==> src/rtl/firebird7_in_gate1_tessent_data_mux_sync_pkg.sv <==
// rtl/firebird7_in_gate1_tessent_data_mux_sync_pkg.sv - shared lane state type and counter sizing helper
package firebird7_in_gate1_tessent_data_mux_sync_pkg;

  // Per-lane source state: functional, freezing towards IJTAG, IJTAG, freezing towards functional.
  typedef enum logic [1:0] {
    FUNC         = 2'd0,
    HOLD_TO_IJ   = 2'd1,
    IJTAG        = 2'd2,
    HOLD_TO_FUNC = 2'd3
  } lane_state_e;

  // Hold counter width: enough to hold HOLD_CYCLES-1, never narrower than one bit.
  function automatic int cnt_width(input int hold);
    return (hold < 1) ? 1 : $clog2(hold + 1);
  endfunction

endpackage

==> src/rtl/firebird7_in_gate1_tessent_data_mux_sync_lane.sv <==
// rtl/firebird7_in_gate1_tessent_data_mux_sync_lane.sv - one override lane: FSM, hold counter, hold and shadow registers, output mux
module firebird7_in_gate1_tessent_data_mux_sync_lane
  import firebird7_in_gate1_tessent_data_mux_sync_pkg::*;
#(
  parameter int               WIDTH       = 3,
  parameter int               HOLD_CYCLES = 2,
  parameter logic [WIDTH-1:0] RESET_VALUE = '0
) (
  input  logic             ijtag_tck,
  input  logic             ijtag_reset,
  input  logic             ijtag_sel,
  input  logic             ijtag_update_en,
  input  logic [WIDTH-1:0] ijtag_data_in,
  input  logic [WIDTH-1:0] functional_data_in,
  output logic [WIDTH-1:0] data_out,
  output logic             active_sel,
  output logic             switch_busy
);

  localparam int CW = cnt_width(HOLD_CYCLES);
  // Value loaded on entry to a hold so that the lane stays frozen exactly HOLD_CYCLES cycles.
  localparam logic [CW-1:0] CNT_LOAD = (HOLD_CYCLES > 0) ? CW'(HOLD_CYCLES - 1) : '0;
  localparam logic [CW-1:0] CNT_ONE  = CW'(1);
  localparam bit            NO_HOLD  = (HOLD_CYCLES == 0);

  lane_state_e      r_state;
  logic [CW-1:0]    r_cnt;
  logic [WIDTH-1:0] r_hold;
  logic [WIDTH-1:0] r_shadow;

  lane_state_e      w_state_nxt;
  logic [CW-1:0]    w_cnt_nxt;
  logic [WIDTH-1:0] w_hold_nxt;

  // State, counter and frozen-value registers; reset returns the lane to functional at once.
  always_ff @(posedge ijtag_tck or posedge ijtag_reset) begin
    if (ijtag_reset) begin
      r_state <= FUNC;
      r_cnt   <= '0;
      r_hold  <= '0;
    end else begin
      r_state <= w_state_nxt;
      r_cnt   <= w_cnt_nxt;
      r_hold  <= w_hold_nxt;
    end
  end

  // Shadow loads on every update pulse regardless of lane state; a running hold keeps its own copy.
  always_ff @(posedge ijtag_tck or posedge ijtag_reset) begin
    if (ijtag_reset) begin
      r_shadow <= RESET_VALUE;
    end else if (ijtag_update_en) begin
      r_shadow <= ijtag_data_in;
    end
  end

  // Next-state logic: select is only sampled in FUNC/IJTAG, holds always run to completion.
  always_comb begin
    w_state_nxt = r_state;
    w_cnt_nxt   = r_cnt;
    w_hold_nxt  = r_hold;
    case (r_state)
      FUNC: begin
        if (ijtag_sel) begin
          w_hold_nxt  = functional_data_in;
          w_cnt_nxt   = CNT_LOAD;
          w_state_nxt = NO_HOLD ? IJTAG : HOLD_TO_IJ;
        end
      end
      HOLD_TO_IJ: begin
        if (r_cnt == '0) begin
          w_state_nxt = IJTAG;
        end else begin
          w_cnt_nxt = r_cnt - CNT_ONE;
        end
      end
      IJTAG: begin
        if (!ijtag_sel) begin
          w_hold_nxt  = r_shadow;
          w_cnt_nxt   = CNT_LOAD;
          w_state_nxt = NO_HOLD ? FUNC : HOLD_TO_FUNC;
        end
      end
      HOLD_TO_FUNC: begin
        if (r_cnt == '0) begin
          w_state_nxt = FUNC;
        end else begin
          w_cnt_nxt = r_cnt - CNT_ONE;
        end
      end
      default: begin
        w_state_nxt = FUNC;
      end
    endcase
  end

  // Output mux and status decodes of the registered state; functional data is a zero-cycle path.
  always_comb begin
    data_out    = functional_data_in;
    active_sel  = 1'b0;
    switch_busy = 1'b0;
    case (r_state)
      HOLD_TO_IJ, HOLD_TO_FUNC: begin
        data_out    = r_hold;
        switch_busy = 1'b1;
      end
      IJTAG: begin
        data_out   = r_shadow;
        active_sel = 1'b1;
      end
      default: begin
        data_out = functional_data_in;
      end
    endcase
  end

endmodule

==> src/rtl/firebird7_in_gate1_tessent_data_mux_sync.sv <==
// rtl/firebird7_in_gate1_tessent_data_mux_sync.sv - multi-lane IJTAG data-override mux with sequenced source switching
module firebird7_in_gate1_tessent_data_mux_sync
  import firebird7_in_gate1_tessent_data_mux_sync_pkg::*;
#(
  parameter int               WIDTH       = 3,
  parameter int               CHANNELS    = 6,
  parameter int               HOLD_CYCLES = 2,
  parameter logic [WIDTH-1:0] RESET_VALUE = '0
) (
  input  logic                      ijtag_tck,
  input  logic                      ijtag_reset,
  input  logic [CHANNELS-1:0]       ijtag_sel,
  input  logic                      ijtag_update_en,
  input  logic [CHANNELS*WIDTH-1:0] ijtag_data_in,
  input  logic [CHANNELS*WIDTH-1:0] functional_data_in,
  output logic [CHANNELS*WIDTH-1:0] data_out,
  output logic [CHANNELS-1:0]       active_sel,
  output logic [CHANNELS-1:0]       switch_busy
);

  // Lanes are independent; the top only slices the packed buses.
  for (genvar c = 0; c < CHANNELS; c++) begin : g_lane
    firebird7_in_gate1_tessent_data_mux_sync_lane #(
      .WIDTH       (WIDTH),
      .HOLD_CYCLES (HOLD_CYCLES),
      .RESET_VALUE (RESET_VALUE)
    ) u_lane (
      .ijtag_tck          (ijtag_tck),
      .ijtag_reset        (ijtag_reset),
      .ijtag_sel          (ijtag_sel[c]),
      .ijtag_update_en    (ijtag_update_en),
      .ijtag_data_in      (ijtag_data_in[c*WIDTH +: WIDTH]),
      .functional_data_in (functional_data_in[c*WIDTH +: WIDTH]),
      .data_out           (data_out[c*WIDTH +: WIDTH]),
      .active_sel         (active_sel[c]),
      .switch_busy        (switch_busy[c])
    );
  end

endmodule
==> config.mk <==
export PLATFORM = sky130hd
export DESIGN_NAME = firebird7_in_gate1_tessent_data_mux_sync
export DESIGN_NICKNAME = d
export VERILOG_FILES = /design/src/rtl/firebird7_in_gate1_tessent_data_mux_sync_pkg.sv /design/src/rtl/firebird7_in_gate1_tessent_data_mux_sync_lane.sv /design/src/rtl/firebird7_in_gate1_tessent_data_mux_sync.sv
export SDC_FILE = /design/constraint.sdc
export NUM_CORES = 1
export LEC_CHECK = 0
export ABC_CLOCK_PERIOD_IN_PS = 2900
export CORE_UTILIZATION = 53
export CTS_BUF_LIST = sky130_fd_sc_hd__clkbuf_8 sky130_fd_sc_hd__clkbuf_16
export CTS_CLUSTER_DIAMETER = 100
export DETAILED_ROUTE_END_ITERATION = 10
export PLACE_DENSITY = 0.81
export RECOVER_POWER = 25
export SYNTH_ARGS = -nofsm -noshare
export SYNTH_HDL_FRONTEND = slang
export SYNTH_SLANG_ARGS = --single-unit
==> constraint.sdc <==
create_clock -name ijtag_tck -period 2.9 [get_ports ijtag_tck]
set_clock_uncertainty 0.15 [all_clocks]
set_input_delay 0.58 -clock ijtag_tck [delete_from_list [all_inputs] [get_ports ijtag_tck]]
set_output_delay 0.58 -clock ijtag_tck [all_outputs]
set_load 0.1 [all_outputs]
# [Word-level counts from Yosys, hierarchy flattened]
# Cells that the tools add are included.
# Widths: inputs -> output; s select.
[op_classes] bitwise=0 multipliers=0 magnitude_cmp=0 n_eq_ne=48 div_mod_pow=0 n_shift=0 addsub=6 n_reduce_logical=42 n_mux=84
[ops] op="$mux 2" n=36
[ops] op="$pmux 3 s2" n=12
[ops] op="$pmux 2 s4" n=6
[ops] op="$mux 3" n=12
[ops] op="$ne 2x2->1 const B" n=18
[ops] op="$pmux 2 s3" n=6
[ops] op="$reduce_and 3->1" n=12
[ops] op="$eq 2x2->1 const B" n=12
[ops] op="$logic_not 2->1" n=12
[ops] op="$ne 2x1->1 const B" n=12
[ops] op="$reduce_and 4->1" n=6
[ops] op="$eq 2x1->1 const B" n=6
[ops] op="$mux 1" n=12
[ops] op="$reduce_bool 2->1" n=6
[ops] op="$reduce_or 2->1" n=6
[ops] op="$sub 2x1->2 const B" n=6
[word_totals] n_memories=0 mem_bits_ro=0 wordCells=204 latch_bits=0 ff_bits=60 ram_bits=0 output_inout_bits=30

# [Logic depth before layout (Yosys ltp)]
# Gate-level depths: netlist (run 1).
[depth] depth_word=4 mapped_depth=6 ltp_nobuf=5

# [Modules after synthesis]
# From an unflattened synthesis (run 1), not the netlist that was laid out.
[unflattened] cells_unflattened=437 hier_area_um2=4252.8
[modules_own_cells] module="firebird7_in_gate1_tessent_data_mux_sync_lane at g_lane[0].u_lane ..." n_inst=5 seq_area_each_um2=250.2 cells_each=73 area_each_um2=713.2
[modules_own_cells] module="firebird7_in_gate1_tessent_data_mux_sync_lane at g_lane[3].u_lane" n_inst=1 seq_area_each_um2=250.2 cells_each=72 area_each_um2=686.9

# [Least setup slack after synthesis (run 1)]
# No wires, ideal clock.
[synth_path] path_type="register -> output" start="register g_lane[2].u_lane.r_state[0]" end="output data_out[6]" required_ps=2170 setup_slack_ps=-1036 path_stages_with_launch=7 path_buffers=2 arrival_time_ps=3206 path_cell_list="dfrtp_1 inv_1 ha_1 buf_6 buf_2 a22oi_1 o21ai_0"
[synth_between] elab_chain_cells=3 word_cells_on_any_way=5
[synth_lines] item="start, declared" line="firebird7_in_gate1_tessent_data_mux_sync_lane.sv:26" source="lane_state_e r_state;"
[synth_lines] item="start signal, assigned" line="firebird7_in_gate1_tessent_data_mux_sync_lane.sv:42" source="r_state <= w_state_nxt;"
[synth_lines] item="$eq 2x1->1 / $eq 2x2->1 (equally long branches)" line="firebird7_in_gate1_tessent_data_mux_sync_lane.sv:102" source="case (r_state)"
[synth_lines] item="$reduce_or 2->1 (no line)"
[synth_lines] item="$pmux 3 s2 (*)" line="firebird7_in_gate1_tessent_data_mux_sync_lane.sv:102"
[synth_lines] item="end, declared" line="firebird7_in_gate1_tessent_data_mux_sync.sv:16" source="output logic [CHANNELS*WIDTH-1:0] data_out,"
# Mark *: on every way between the ends. The rest lies on a longest branch, timed or not.

# [Worst setup path in the final report (run 1)]
[layout_path] start="register g_lane[2].u_lane.r_state[0]" end="output data_out[8]"
# The elaborated chain is that of the path after synthesis.

==> metrics, run 1 <==
status finished clean; met1 wire length 4110 µm; Vias about 3500; Clock Latency Late Sink between 0.3 and 0.4 ns; Crit-path slowest cell ha_1; worst r2r src g_lane[2].u_lane.r_state[0]; IO buf count 74; critical path depth in cells 5; Final Hold Viols 0; ant diodes 0; fill cell count about 550; Final ANT Viol Nets 0; Mapped Area 4150 µm²; largest net degree at the start of global routing 29; Worst EP required about 2.2 ns; Synth warnings 0; met2 WL post-DR ~4500 µm; Max Fclk 371 MHz; r2r setup slk roughly 0.9 ns; Slew headroom 0.234; clk sinks 60; Setup TNS Final 0 ns; library cells used by synthesis 45; Worst Path Buf+Inv 2; H-tree Lvls 3; DRT Pass-1 Iters 4; post-DR vias/cell 5.84; Total GRT Usage 0.235; cell family contributing the most delay on the critical path adder cells; Mapped Nets roughly 520; TritonCTS clock tree yes; asr flop ratio synth 1.00; CP cell instances inv_1 > ha_1 > a22oi_1 > o21ai_2 > buf_12; r2r endpoint g_lane[2].u_lane.r_state[1]; worst min path class reg2reg; most common cell after layout, fill and taps aside dfrtp_1; # nets final about 590; TritonCTS Buffers 9; Worst path max stage delay around 0.47 ns; routed len/inst about 15 µm; Max clock buf depth 2; number of max-cap violations 0; area of the die around 8200 µm²; crit path max fanout 12; fin crit share 0.929; Main synth FF type dfrtp_1; die height 90.5 µm; placer congestion estimate approximately 0.83; beginning of the critical path g_lane[2].u_lane.r_state[0]; Crit Path Class reg2out; Least-Margin Pin Slew around 1.1 ns; Worst Path Arrival 1.96 ns; Initial Util 0.561; initial antenna violation count 0; top sig layer met4; post-CTS setup buffers 0; hpwl dp 6810 µm; root buf cell clkbuf_8; final setup vio count 0; core area between 7000 and 8000 µm²; Seq/Total Area, Yosys 0.362; Mean Syn Cell Area ~9.4 µm²; EDFF count, synth 0; Clk pin slew, worst setup/hold paths roughly 0.070 ns; DIE WIDTH just over 90 µm; Tmin final approximately 2.7 ns; most frequent cells in the layout dfrtp_1 (60), clkdlybuf4s50_1 (43), ha_1 (34), inv_1 (32), nand2_1 (30); met3 WL post-DR 393 µm; number of placed I/O pins 75; layout cells sized above 1 0.234; Slew Viols, Final 0; crit path to data_out[8]; #FFs+latches synth 60; RSZ-0062 raised after global routing false; first-pass GRT wire length roughly 16000 µm; remaining global-route overflow 0; Synth-to-Final Area Change 29.4%; Reg2Reg Depth 5; DR DRC count 0; Rows 31; Initial DRC Count 109; nature of the critical path startpoint flip-flop; Post-Synthesis Cells roughly 440; vias in the first global route between 3000 and 4000; crit path capture type output port; Post-Route WL around 9000 µm
-- state kept, by name (all words and copies together) (netlist names) --
signal / flops
g_lane.u_lane.r_hold: 18
g_lane.u_lane.r_cnt: 12
g_lane.u_lane.r_state: 12
g_lane.u_lane.r_shadow: 18
-- metal layers --
metal  GRT usage  vias to the layer above
met1       0.298                     1708
met4      0.0887                        0
met2       0.401                      102
met3      0.0404                       12
met5           0                        -
li1            -                     1726
-- area by class of cell --
cell class | instances | area [µm²] | area share
Sequential cell | 60 | 1500 | 0.279
Clock inverter | 7 | 58.8 | 0.0109
Tap cell | 99 | 124 | 0.0231
Clock buffer | 9 | 124 | 0.0231
Multi-Input combinational cell | 319 | 2420 | 0.450
Timing Repair Buffer | 83 | 1030 | 0.192
Inverter | 31 | 116 | 0.0217
-- worst min-delay path by stage --
stage	start	end	slack, ns	depth (start not counted)
final	g_lane[1].u_lane.r_cnt[0]	g_lane[1].u_lane.r_cnt[0]	0.33	1
after global routing	g_lane[5].u_lane.r_cnt[0]	g_lane[5].u_lane.r_cnt[0]	0.36	1
after CTS	g_lane[1].u_lane.r_cnt[0]	g_lane[1].u_lane.r_cnt[0]	0.33	1
after floorplan	g_lane[4].u_lane.r_cnt[1]	g_lane[4].u_lane.r_cnt[1]	0.30	1
after global placement	g_lane[4].u_lane.r_cnt[1]	g_lane[4].u_lane.r_cnt[1]	0.31	1
after detailed placement	g_lane[1].u_lane.r_cnt[0]	g_lane[1].u_lane.r_cnt[0]	0.32	1
-- per-stage QoR --
stage	hold WS, ns	utilization	cells	setup WS (ns)	instance area (µm²)
after detailed placement	0.322	0.700	592	0.468	5190
after floorplan	0.300	-	441	0.245	4220
final	0.334	0.725	608	0.205	5370
after CTS	0.332	0.725	608	0.107	5370
after global placement	0.310	0.700	592	0.570	5190
after global routing	0.359	0.725	608	0.0791	5370
-- repair_timing --
item,CTS,global route
hold buffers,0,0
endpoints found under the setup margin,0,5
resized for setup,0,2
-- cell families (layout without fill, tap and decap cells) --
group,Yosys count,in the layout,synth area share
buffers and inverters,62,130,0.0741
AO/OA/AOI/OAI,146,146,0.237
flip-flops,60,60,0.362
multiplexers,29,29,0.0786
AND/OR/NAND/NOR,108,108,0.141
adder cells (fa/ha/maj),36,36,0.108
-- synth_stat cells (9+ instances only) --
master | instances | area [µm²]
dfrtp_1 | 60 | 1500
o21ai_0 | 40 | 200
ha_1 | 36 | 450
inv_1 | 31 | 116
nand2_1 | 30 | 113
a21oi_1 | 21 | 105
a22oi_1 | 19 | 143
mux2_2 | 19 | 214
buf_2 | 15 | 75.1
buf_4 | 13 | 97.6
nor2_1 | 12 | 45.0
o21bai_1 | 12 | 90.1
nor3_1 | 11 | 55.1
and2_1 | 9 | 56.3
nand3_1 | 9 | 45.0
Power of run 1 is not shown: default switching activity piles up to over one toggle a cycle in this logic, so the estimate is an artifact.
==> inputs of run 2 (changes only) <==
--- a/config.mk
+++ b/config.mk
@@ -6,11 +6,12 @@
 export NUM_CORES = 1
 export LEC_CHECK = 0
 export ABC_CLOCK_PERIOD_IN_PS = 2900
+export CORE_ASPECT_RATIO = 0.7
 export CORE_UTILIZATION = 53
 export CTS_BUF_LIST = sky130_fd_sc_hd__clkbuf_8 sky130_fd_sc_hd__clkbuf_16
 export CTS_CLUSTER_DIAMETER = 100
 export DETAILED_ROUTE_END_ITERATION = 10
-export PLACE_DENSITY = 0.81
+export PLACE_DENSITY = 0.79
 export RECOVER_POWER = 25
 export SYNTH_ARGS = -nofsm -noshare
 export SYNTH_HDL_FRONTEND = slang
==> run 2 against run 1 <==
  * Sequential share of layout area grew 0.11 points
  * Global-route usage grew 1.6 points
  * Die area is essentially flat
  * Utilization shrank 0.69 points
  * Setup slack lost 0.043 ns
  * Via count shrank 1.2%
  * Count of clock-buffer cells in the layout grew 1
  * Routed wire length grew 3.8%
  * Maximum frequency shrank 1.6%
  * Largest cell class unchanged
  * First-iteration DRC count grew 86%
  * Worst hold slack gained 0.00053 ns
  * Register-to-register slack lost 0.20 ns
==> metrics, run 2 (synthesis gave the netlist of run 1 again) <==
routed len/inst 15.7 µm (+4.3%); post-DR vias/cell 5.79 (-0.72%); DIE WIDTH 108 µm (+19%); first-pass GRT wire length 16000 µm (+1.4%); Tmin final 2.74 ns (+0.0431 ns); cell family contributing the most delay on the critical path adder cells; Slew headroom 0.368 (+0.135); Post-Route WL 9510 µm (+3.8%); r2r endpoint g_lane[2].u_lane.r_state[1]; Max clock buf depth 2 (unchanged); TritonCTS Buffers 9 (unchanged); beginning of the critical path g_lane[1].u_lane.r_state[0]; core area 7450 µm² (+0.56%); area of the die 8200 µm² (about the same); most frequent cells in the layout dfrtp_1 (60), clkdlybuf4s50_1 (43), ha_1 (34), inv_1 (31), nand2_1 (30); layout cells sized above 1 0.233 (-0.00105); fin crit share 0.944 (+0.0148); CP cell instances inv_1 > ha_1 > a22oi_1 > o21ai_2 > buf_12; critical path depth in cells 5 (unchanged); IO buf count 74 (unchanged); TritonCTS clock tree yes; Reg2Reg Depth 6 (+1); nature of the critical path startpoint flip-flop; Hold Path Depth 1 (unchanged); Clk pin slew, worst setup/hold paths 0.07 ns (about the same); Max Fclk 365 MHz (-1.6%); Worst path max stage delay 0.50 ns (+0.03 ns); Crit-path slowest cell ha_1; Largest regs g_lane.u_lane.r_hold x18, g_lane.u_lane.r_shadow x18; most common cell after layout, fill and taps aside dfrtp_1; Synth-to-Final Area Change 28.9%; Rows 26 (-16%); Initial DRC Count 203 (+86%); Slew Viols, Final 0 (unchanged); number of max-cap violations 0 (unchanged); crit path to data_out[3]; RSZ-0062 raised after global routing false; die height 76.1 µm (-16%); crit path max fanout 12 (unchanged); status finished clean; initial antenna violation count 0 (unchanged); Final Hold Viols 0 (unchanged); vias in the first global route 3359 (-3.0%); r2r setup slk 0.72 ns (-0.20 ns); Initial Util 0.557 (-0.00311); Worst Path Arrival 2.01 ns (+0.05 ns); Setup TNS Final 0 ns (unchanged); Total GRT Usage 0.252 (+0.0162); crit path capture type output port; H-tree Lvls 3 (unchanged); placer congestion estimate 0.803 (-3.0%); remaining global-route overflow 0 (unchanged); clk sinks 60 (unchanged); root buf cell clkbuf_8; fill cell count 549 (+0.37%); # nets final 583 (-0.34%); final setup vio count 0 (unchanged); number of placed I/O pins 75 (unchanged); Worst Path Buf+Inv 2 (unchanged); Vias 3505 (-1.2%); Crit Path Class reg2out; Worst EP required 2.17 ns (about the same); DR DRC count 0 (unchanged); hpwl dp 7120 µm (+4.5%); Final ANT Viol Nets 0 (unchanged); largest net degree at the start of global routing 40 (+38%); worst min path class reg2reg; Clock Latency Late Sink 0.35 ns (about the same); DRT Pass-1 Iters 5 (+1); Least-Margin Pin Slew 0.947 ns (-0.202 ns); worst r2r src g_lane[2].u_lane.r_state[0]; ant diodes 0 (unchanged); post-CTS setup buffers 0 (unchanged)
==> run 2: per-stage QoR <==
step / setup slack, ns / area (µm²) / util / cells / hold slack [ns]
after floorplan: 0.245 / 4220 / - / 441 / 0.300
after global routing: 0.0515 / 5350 / 0.719 / 605 / 0.355
final: 0.162 / 5350 / 0.719 / 605 / 0.335
after CTS: 0.0368 / 5350 / 0.718 / 605 / 0.332
after detailed placement: 0.414 / 5170 / 0.694 / 589 / 0.321
after global placement: 0.496 / 5170 / 0.694 / 589 / 0.311
==> run 2: worst reg2reg max path, delay by kind of cell, from the launching register on <==
family,cells,cell delay [ns]
compound gates,2,0.38
fa+ha+maj,1,0.34
mux,1,0.47
flops,1,0.39
buf+inv,2,0.34
==> run 2: layout make-up <==
type                    instances  area [µm²]  share of cell area
inverters                      31         116              0.0217
multi-input cells             319        2420               0.451
clock buffers                  10         138              0.0257
clock inverters                 6        40.0             0.00748
well taps                      98         123              0.0229
repair buffers                 81        1020               0.190
flip-flops and latches         60        1500               0.281
==> run 2: worst min-delay path by stage <==
stage / from / end / slack, ns
2_1_floorplan: g_lane[4].u_lane.r_cnt[1] / g_lane[4].u_lane.r_cnt[1] / 0.30
3_3_place_gp: g_lane[4].u_lane.r_cnt[1] / g_lane[4].u_lane.r_cnt[1] / 0.31
3_5_place_dp: g_lane[4].u_lane.r_cnt[1] / g_lane[4].u_lane.r_cnt[1] / 0.32
5_1_grt: g_lane[3].u_lane.r_cnt[0] / g_lane[3].u_lane.r_cnt[0] / 0.36
6_report: g_lane[4].u_lane.r_cnt[1] / g_lane[4].u_lane.r_cnt[1] / 0.33
4_1_cts: g_lane[3].u_lane.r_cnt[0] / g_lane[3].u_lane.r_cnt[0] / 0.33
==> run 2: metal layers <==
layer	GRT usage	part of all wire
met5	0	0
met1	0.347	0.48
met3	0.0607	0.045
met2	0.388	0.46
met4	0.0795	0.013
==> run 2: what timing repair did <==
item                                    in CTS  in global routing
hold endpoints to repair                     0                  0
hold buffers                                 0                  0
endpoints found under the setup margin       1                  3
gates resized for setup                      1                  1
Power of run 2 is left out for the same reason.
